**config.mk**
```make
export PLATFORM = sky130hd
export DESIGN_NAME = bram_be_client
export DESIGN_NICKNAME = d
export VERILOG_FILES = /design/src/rtl/bram_be_client.sv
export SDC_FILE = /design/constraint.sdc
export NUM_CORES = 1
export LEC_CHECK = 0
export CAP_MARGIN = 10
export CORE_MARGIN = 2
export CORE_UTILIZATION = 45
export DETAILED_ROUTE_END_ITERATION = 10
export HOLD_SLACK_MARGIN = 0.02
export PLACE_DENSITY = 0.85
export SLEW_MARGIN = 20
export SYNTH_ARGS = -nofsm -noshare
export SYNTH_HDL_FRONTEND = slang
export SYNTH_SLANG_ARGS = --single-unit
```
**constraint.sdc**
```tcl
create_clock -name CLK -period 3 [get_ports CLK]
set_clock_uncertainty 0.2 [all_clocks]
set_input_delay 0.6 -clock CLK [delete_from_list [all_inputs] [get_ports CLK]]
set_output_delay 0.6 -clock CLK [all_outputs]
set_load 0.02 [all_outputs]
```
**src/rtl/bram_be_client.sv**
```systemverilog
// Initiator-side controller for a single-port byte-enable block RAM: drives the
// RAM from a request channel and returns read data through a small response FIFO.
module bram_be_client #(
  parameter int ADDR_WIDTH = 10,
  parameter int DATA_WIDTH = 32,
  parameter int BE_WIDTH   = DATA_WIDTH / 8,
  parameter int RSP_DEPTH  = 3
) (
  input  logic                  CLK,
  input  logic                  RST_N,
  input  logic                  req_valid,
  output logic                  req_ready,
  input  logic                  req_write,
  input  logic [ADDR_WIDTH-1:0] req_addr,
  input  logic [DATA_WIDTH-1:0] req_data,
  input  logic [BE_WIDTH-1:0]   req_mask,
  output logic                  rsp_valid,
  input  logic                  rsp_ready,
  output logic [DATA_WIDTH-1:0] rsp_data,
  output logic [ADDR_WIDTH-1:0] ram_addr,
  output logic [DATA_WIDTH-1:0] ram_di,
  output logic                  ram_we,
  output logic                  ram_re,
  output logic [BE_WIDTH-1:0]   ram_be,
  input  logic [DATA_WIDTH-1:0] ram_do
);

  localparam int PTR_W = (RSP_DEPTH > 1) ? $clog2(RSP_DEPTH) : 1;
  localparam int CNT_W = $clog2(RSP_DEPTH + 1);
  localparam logic [PTR_W-1:0] LAST_PTR  = PTR_W'(RSP_DEPTH - 1);
  localparam logic [CNT_W:0]   DEPTH_OCC = (CNT_W + 1)'(RSP_DEPTH);

  // Handshake: a transfer happens on the rising edge where valid && ready; the
  // source holds payload stable while valid is high and ready is low, and
  // rsp_valid never drops before the response is taken.

  logic                  inflight_q, inflight_d;
  logic [CNT_W-1:0]      count_q, count_d;
  logic [PTR_W-1:0]      wr_ptr_q, wr_ptr_d;
  logic [PTR_W-1:0]      rd_ptr_q, rd_ptr_d;
  logic [DATA_WIDTH-1:0] mem_q [RSP_DEPTH];
  logic [DATA_WIDTH-1:0] mem_d [RSP_DEPTH];

  logic           fire, push, pop, credit_ok;
  logic [CNT_W:0] occ;

  function automatic logic [PTR_W-1:0] next_ptr(input logic [PTR_W-1:0] p);
    return (p == LAST_PTR) ? '0 : p + PTR_W'(1);
  endfunction

  // Reads take a credit from registered occupancy only, so rsp_ready never
  // reaches req_ready combinationally.
  always_comb begin
    occ       = {1'b0, count_q} + {{CNT_W{1'b0}}, inflight_q};
    credit_ok = (occ < DEPTH_OCC);
    req_ready = RST_N & (req_write | credit_ok);
    fire      = req_valid & req_ready;
    ram_addr  = req_addr;
    ram_di    = req_data;
    ram_be    = req_mask;
    ram_we    = fire & req_write;
    ram_re    = fire & ~req_write;
    rsp_valid = (count_q != '0);
    rsp_data  = mem_q[rd_ptr_q];
  end

  // RAM output is captured unconditionally the cycle after a read fire.
  always_comb begin
    inflight_d = ram_re;
    push       = inflight_q;
    pop        = rsp_valid & rsp_ready;
    wr_ptr_d   = push ? next_ptr(wr_ptr_q) : wr_ptr_q;
    rd_ptr_d   = pop ? next_ptr(rd_ptr_q) : rd_ptr_q;
    count_d    = count_q;
    if (push && !pop) begin
      count_d = count_q + CNT_W'(1);
    end else if (!push && pop) begin
      count_d = count_q - CNT_W'(1);
    end
    for (int i = 0; i < RSP_DEPTH; i++) begin
      mem_d[i] = mem_q[i];
    end
    if (push) begin
      mem_d[wr_ptr_q] = ram_do;
    end
  end

  always_ff @(posedge CLK or negedge RST_N) begin
    if (!RST_N) begin
      inflight_q <= 1'b0;
      count_q    <= '0;
      wr_ptr_q   <= '0;
      rd_ptr_q   <= '0;
      for (int i = 0; i < RSP_DEPTH; i++) begin
        mem_q[i] <= '0;
      end
    end else begin
      inflight_q <= inflight_d;
      count_q    <= count_d;
      wr_ptr_q   <= wr_ptr_d;
      rd_ptr_q   <= rd_ptr_d;
      for (int i = 0; i < RSP_DEPTH; i++) begin
        mem_q[i] <= mem_d[i];
      end
    end
  end

endmodule

```
==> results of run 1 <==
-- routing by layer --
layer,track usage,vias up
met1,0.238,1542
met5,0,-
met3,0.0504,28
met2,0.282,79
li1,-,1348
met4,0.0714,0
-- critical path, cell delays in order, from the launching register on --
cell and delay (ps):
dfrtp_2 520, buf_6 260, mux2i_1 100, o21ai_0 180, clkdlybuf4s50_1 660
-- logic make-up (layout without fill, tap and decap cells) --
logic type / Yosys count / in the layout
muxes: 129 / 129
and+or+nand+nor: 41 / 41
xor gates and xnor gates: 3 / 3
DFF: 103 / 103
AOI/OAI and AO/OA: 38 / 38
buffers and inverters: 69 / 103
adders and majority gates: 3 / 3
-- final cells by class --
type | count | share of cell area
clock inverters | 5 | 0.0138
well taps | 140 | 0.0301
flip-flops and latches | 103 | 0.443
repair buffers | 85 | 0.144
multi-input cells | 214 | 0.342
clock buffers | 11 | 0.0260
inverters | 2 | 0.00129
-- path summary, 6_finish.rpt --
| path | from | endpoint | slack, ps | cells after the start |
|---|---|---|---|---|
| min in group CLK | mem_q[81] | mem_q[81] | 310 | 1 |
| hold reg to reg | mem_q[81] | mem_q[81] | 310 | 1 |
| setup / recovery | rd_ptr_q[1] | rsp_data[5] | 110 | 4 |
| hold / removal | RST_N | mem_q[53] | 170 | 2 |
| max in group asynchronous | RST_N | rd_ptr_q[1] | 1220 | 3 |
| setup reg to reg | inflight_q | mem_q[31] | 1080 | 3 |
-- cell usage in the layout, fill, tap and decap left out, drive strengths merged --
cell and instances:
clkdlybuf4s50 65, buf 14, a21oi 1, or2 1
and4b 1, xnor2 1, xor2 2, nor3 2
clkinv 1, nor2b 1, inv 2, nand3 1
o21a 1, or3 1, dlygate4sd2 3, mux2i 32
ha 3, and3 1, nor2 1, dlymetal6s2s 3
mux2 97, a21o 2, bufinv 2, nand2 32
clkinvlp 2, clkbuf 11, o21ai 34, dfrtp 103
-- flip-flops by register name (all words and copies together), names as in the netlist --
name	cells
count_q	2
mem_q	96
inflight_q	1
rd_ptr_q	2
wr_ptr_q	2
-- what timing repair did --
item                       in CTS  in global routing
setup endpoints to repair      29                 14
setup buffers                   1                  3
resized for setup               5                  3
-- per-stage QoR --
stage	utilization	hold slack, ps	std cells
final	0.537	175	560
after global routing	0.537	215	560
after CTS	0.534	181	557
after detailed placement	0.512	293	540
after global placement	0.512	287	540
after floorplan	-	104	386
-- power groups by stage --
stage / Clock (mW) / Sequential [mW] / Combinational [mW]
2_1_floorplan: 0 / 2.37 / 2.06
3_3_place_gp: 0 / 2.46 / 3.01
3_5_place_dp: 0 / 2.51 / 3.10
4_1_cts: 1.01 / 2.50 / 3.11
5_1_grt: 1.08 / 2.58 / 3.32
6_report: 0.984 / 2.49 / 3.09
==> impl_results.md, run 1 <==
- Outcome: completed
- Row count: 38
- Pins Over Slew Limit: 0
- Largest family of logic cells by synthesized area: multiplexers
- Initial antenna violation count: 0
- Setup CP Type: reg -> out
- Slew @ Worst Pin: 766 ps
- Diodes inserted: 0
- Final wirelength: 10300 microns
- Final TNS setup: 0 ps
- Vias: 2997
- Slew HR: 0.489
- Top FF cell, synth: dfrtp_1
- Crit. End Element: primary output
- Switch share: 0.347
- Port Buffers: 72
- Post-synth ARST share: 1.00
- Max Root-Sink Buffers: 2
- Overflow after GRT: 0
- H-tree depth: 3
- Max Clk Rate: 346 MHz
- CP arrival: 2090 ps
- Initial DRT Pass Iterations: 4
- Sink Count: 103
- Comb power frac: 0.471
- Fin crit period: 2890 ps
- P per Cell Area: 1130 nW/um^2
- Count of different cell masters after synthesis: 28
- Area of the multi-input gates: 1990 sq um
- Crit share post-route: 0.962
- Max_cap viols: 0
- Reg area: 2580 sq um
- Pleak: 2.59 nW
- Final WS setup: 114 ps
- Synth Cell Area: 5020 sq um
- Post-route cell area: 5820 sq um
- NumNets Final: 501
- Vias per cell: 5.35
- Power Total: 6.56 mW
- First-pass GRT wire length: 16300 microns
- CTS buffer count: 9
- Synthesis-stage register bit count: 103
- Synth Net Count: 472
- Count leader, synth: dfrtp_1
- Commonest cells post-synth: dfrtp_1, mux2_2, buf_4
- Pin count of the biggest net entering global routing: 60
- Post-route ant nets: 0
- Synth Instances: 386
- CP max FO: 14
- Required @ worst endpoint: 2200 ps
- RePlAce Congestion: 0.723
- Seq pwr share: 0.379
- Post-synthesis compound-gate area fraction: 0.0394
- Final HPWL DP: 6650 microns
- Number of global-route vias before repair: 3236
- Fillers: 918
- Root buf cell: clkbuf_8
- Die area: 12000 sq um
- IO Pins: 165
- Hold buffer count at cts: 0
- Synth area leader: dfrtp_1
- Final Hold Viols: 0
- Tightest Hold Check Type: in -> async
- Metal3 WL: 587 microns
- Die Y: 110 microns
- Place WS: 248 ps
- Skew-Pair Late Insertion Delay: 360 ps
- Startpoint types: flop
- Maximum VDD drop: 0.000490 V
- Synth top area share: 0.514
- WL/cell: 18.3 microns
- Unrepaired setup endpoints after global routing: no
- Placed instance area: 5550 sq um
- Drt drc: 0
- Simple-gate share of the synthesized area: 0.0357
- Chip width: 110 microns
- Overall routing resource usage: 0.180
- Initial Util: 0.463
- Post-synth EDFFs: 0
- P&R area growth vs syn: 16.0%
- Clk pwr share: 0.150
- Share of layout cells above drive strength 1: 0.319
- WL met2: 4880 microns
- Synth top area cells: dfrtp_1, mux2_2, mux2_4
- Starting DRT DRC Count: 123
- Internal power: 4.28 mW
- XOR/XNOR Fraction of Synth Area: 0.00524
- Post-Syn Area per Cell: 13.0 sq um
- Core Region: 10800 sq um
- Wl on met1: 4550 microns
- Synth Area in Adders: 0.00748
- CTS tree: yes
- Syn. warnings: 0
- Highest metal used: met4
- Clock Pin Slew Worst Setup and Hold Paths: 90 ps
- Fraction of synthesized area in multiplexers: 0.304
- Final setup vio count: 0
- Sequential share of the synthesized area: 0.514
- Switching pwr: 2.28 mW
(Power assumes the default switching activity.)
==> run 2: changes to the inputs <==
--- a/config.mk
+++ b/config.mk
@@ -10,6 +10,7 @@
 export CORE_UTILIZATION = 45
 export DETAILED_ROUTE_END_ITERATION = 10
 export HOLD_SLACK_MARGIN = 0.02
+export MAX_ROUTING_LAYER = met4
 export PLACE_DENSITY = 0.85
 export SLEW_MARGIN = 20
 export SYNTH_ARGS = -nofsm -noshare
==> run 2 against run 1 <==
  * Hold slack lost 2.5 ps
  * First-iteration DRC count shrank 15%
  * Global-route usage grew 0.54 points
  * Critical path depth is the same
  * Power is essentially flat
  * Sequential share of layout area is the same
  * Sequential power is essentially flat
  * Critical endpoint unchanged
==> impl_results.md, run 2 (synthesized netlist as in run 1, its figures left out) <==
- P&R area growth vs syn: 16.0%
- Final HPWL DP: 6650 microns
- Drt drc: 0
- Final setup vio count: 0
- Slew HR: 0.503
- Root buf cell: clkbuf_8
- Skew-Pair Late Insertion Delay: 360 ps
- Startpoint types: flop
- WHS: 172 ps
- Initial antenna violation count: 0
- Core Region: 10800 sq um
- Commonest non-fill, non-tap cell in the layout: dfrtp_1
- Required @ worst endpoint: 2200 ps
- Final wirelength: 10200 microns
- Final Hold Viols: 0
- Setup CP Type: reg -> out
- Row count: 38
- Worst path top cell family by delay: buffers and inverters
- Bufs and invs on worst path: 2
- Crit path launch: rd_ptr_q[1]
- Crit. End Element: primary output
- Power Total: 6.56 mW
- Wl on met1: 4530 microns
- Number of global-route vias before repair: 3226
- RePlAce Congestion: 0.731
- Clock Pin Slew Worst Setup and Hold Paths: 90 ps
- Pleak: 2.59 nW
- Share of layout cells above drive strength 1: 0.319
- First-pass GRT wire length: 16300 microns
- Metal3 WL: 541 microns
- CTS tree: yes
- WL/cell: 18.3 microns
- Port Buffers: 72
- Reg area: 2580 sq um
- Maximum VDD drop: 0.000490 V
- Overflow after GRT: 0
- Placed instance area: 5550 sq um
- P per Cell Area: 1130 nW/um^2
- Outcome: completed
- Largest stage delay, worst path: 660 ps
- IO Pins: 165
- CTS buffer count: 9
- Initial Util: 0.463
- Crit share post-route: 0.961
- WL met2: 4930 microns
- CP arrival: 2080 ps
- Slew @ Worst Pin: 745 ps
- Overall routing resource usage: 0.186
- Initial DRT Pass Iterations: 4
- Most frequent cells in the layout: dfrtp_1, mux2_2, clkdlybuf4s50_1, mux2i_1, nand2_1
- Max Clk Rate: 347 MHz
- CP max FO: 14
- Fillers: 919
- Highest metal used: met4
- Max Root-Sink Buffers: 2
- Die Y: 110 microns
- Fin crit period: 2880 ps
- Sink Count: 103
- Post-route ant nets: 0
- H-tree depth: 3
- Area of the multi-input gates: 1990 sq um
- Starting DRT DRC Count: 105
- Final std cells w/o fill: 560
- NumNets Final: 501
- Die area: 12000 sq um
- Pin count of the biggest net entering global routing: 60
- Biggest register: mem_q
- Vias per cell: 5.35
- Worst r2r src: inflight_q
- Pins Over Slew Limit: 0
- Number of flip-flops in the largest register: 96
- Post-route cell area: 5820 sq um
- Fin util: 0.537
- Chip width: 110 microns
- Max_cap viols: 0
- Diodes inserted: 0
- Tightest Hold Check Type: in -> async
- Critical path's slowest cell: clkdlybuf4s50_1
- Placed insts: 540
- Vias: 2995
- Crit path cell chain: buf_6 -> mux2i_1 -> o21ai_0 -> clkdlybuf4s50_1
[run 2: worst reg2reg max path, stage by stage (launching register included)]
cell	delay [ps]
dfrtp_1	440
inv_1	150
or3_4	590
mux2_2	430
[run 2: final timing paths]
| check | to | slack [ps] | cells after the start |
|---|---|---|---|
| setup / recovery | rsp_data[5] | 120 | 4 |
| hold / removal | mem_q[53] | 170 | 2 |
| setup reg to reg | mem_q[31] | 1080 | 3 |
| hold reg to reg | mem_q[56] | 310 | 1 |
| max in group asynchronous | rd_ptr_q[1] | 1230 | 3 |
| min in group CLK | mem_q[56] | 310 | 1 |
[run 2: routing by layer]
layer / up-vias / global-route usage
met5: - / -
met2: 81 / 0.284
met1: 1535 / 0.239
met3: 29 / 0.0468
li1: 1350 / -
met4: 0 / 0.0714
[run 2: timing repair]
item | CTS | global route
setup buffers | 1 | 3
hold buffers | 0 | 0
endpoints found under the hold margin | 0 | 0
setup endpoints to repair | 29 | 16
gates resized for setup | 5 | 3
[run 2: area by class of cell]
class,count,share of cell area
sequential,103,0.443
multi-input combinational,214,0.342
timing repair buffer,85,0.144
tap,140,0.0301
clock buffer,11,0.0260
clock inverter,5,0.0138
inverter,2,0.00129
[run 2: power breakdown]
group          switching, mW  internal [mW]
sequential             0.403           2.08
combinational           1.41           1.68
clock                  0.471          0.514
[run 2: metrics by stage]
stage          setup TNS (ps)  setup slack (ps)
3_3_place_gp                0               294
6_report                    0               118
4_1_cts                     0              17.3
2_1_floorplan               0               837
5_1_grt                 -1.30             -1.30
3_5_place_dp                0               248
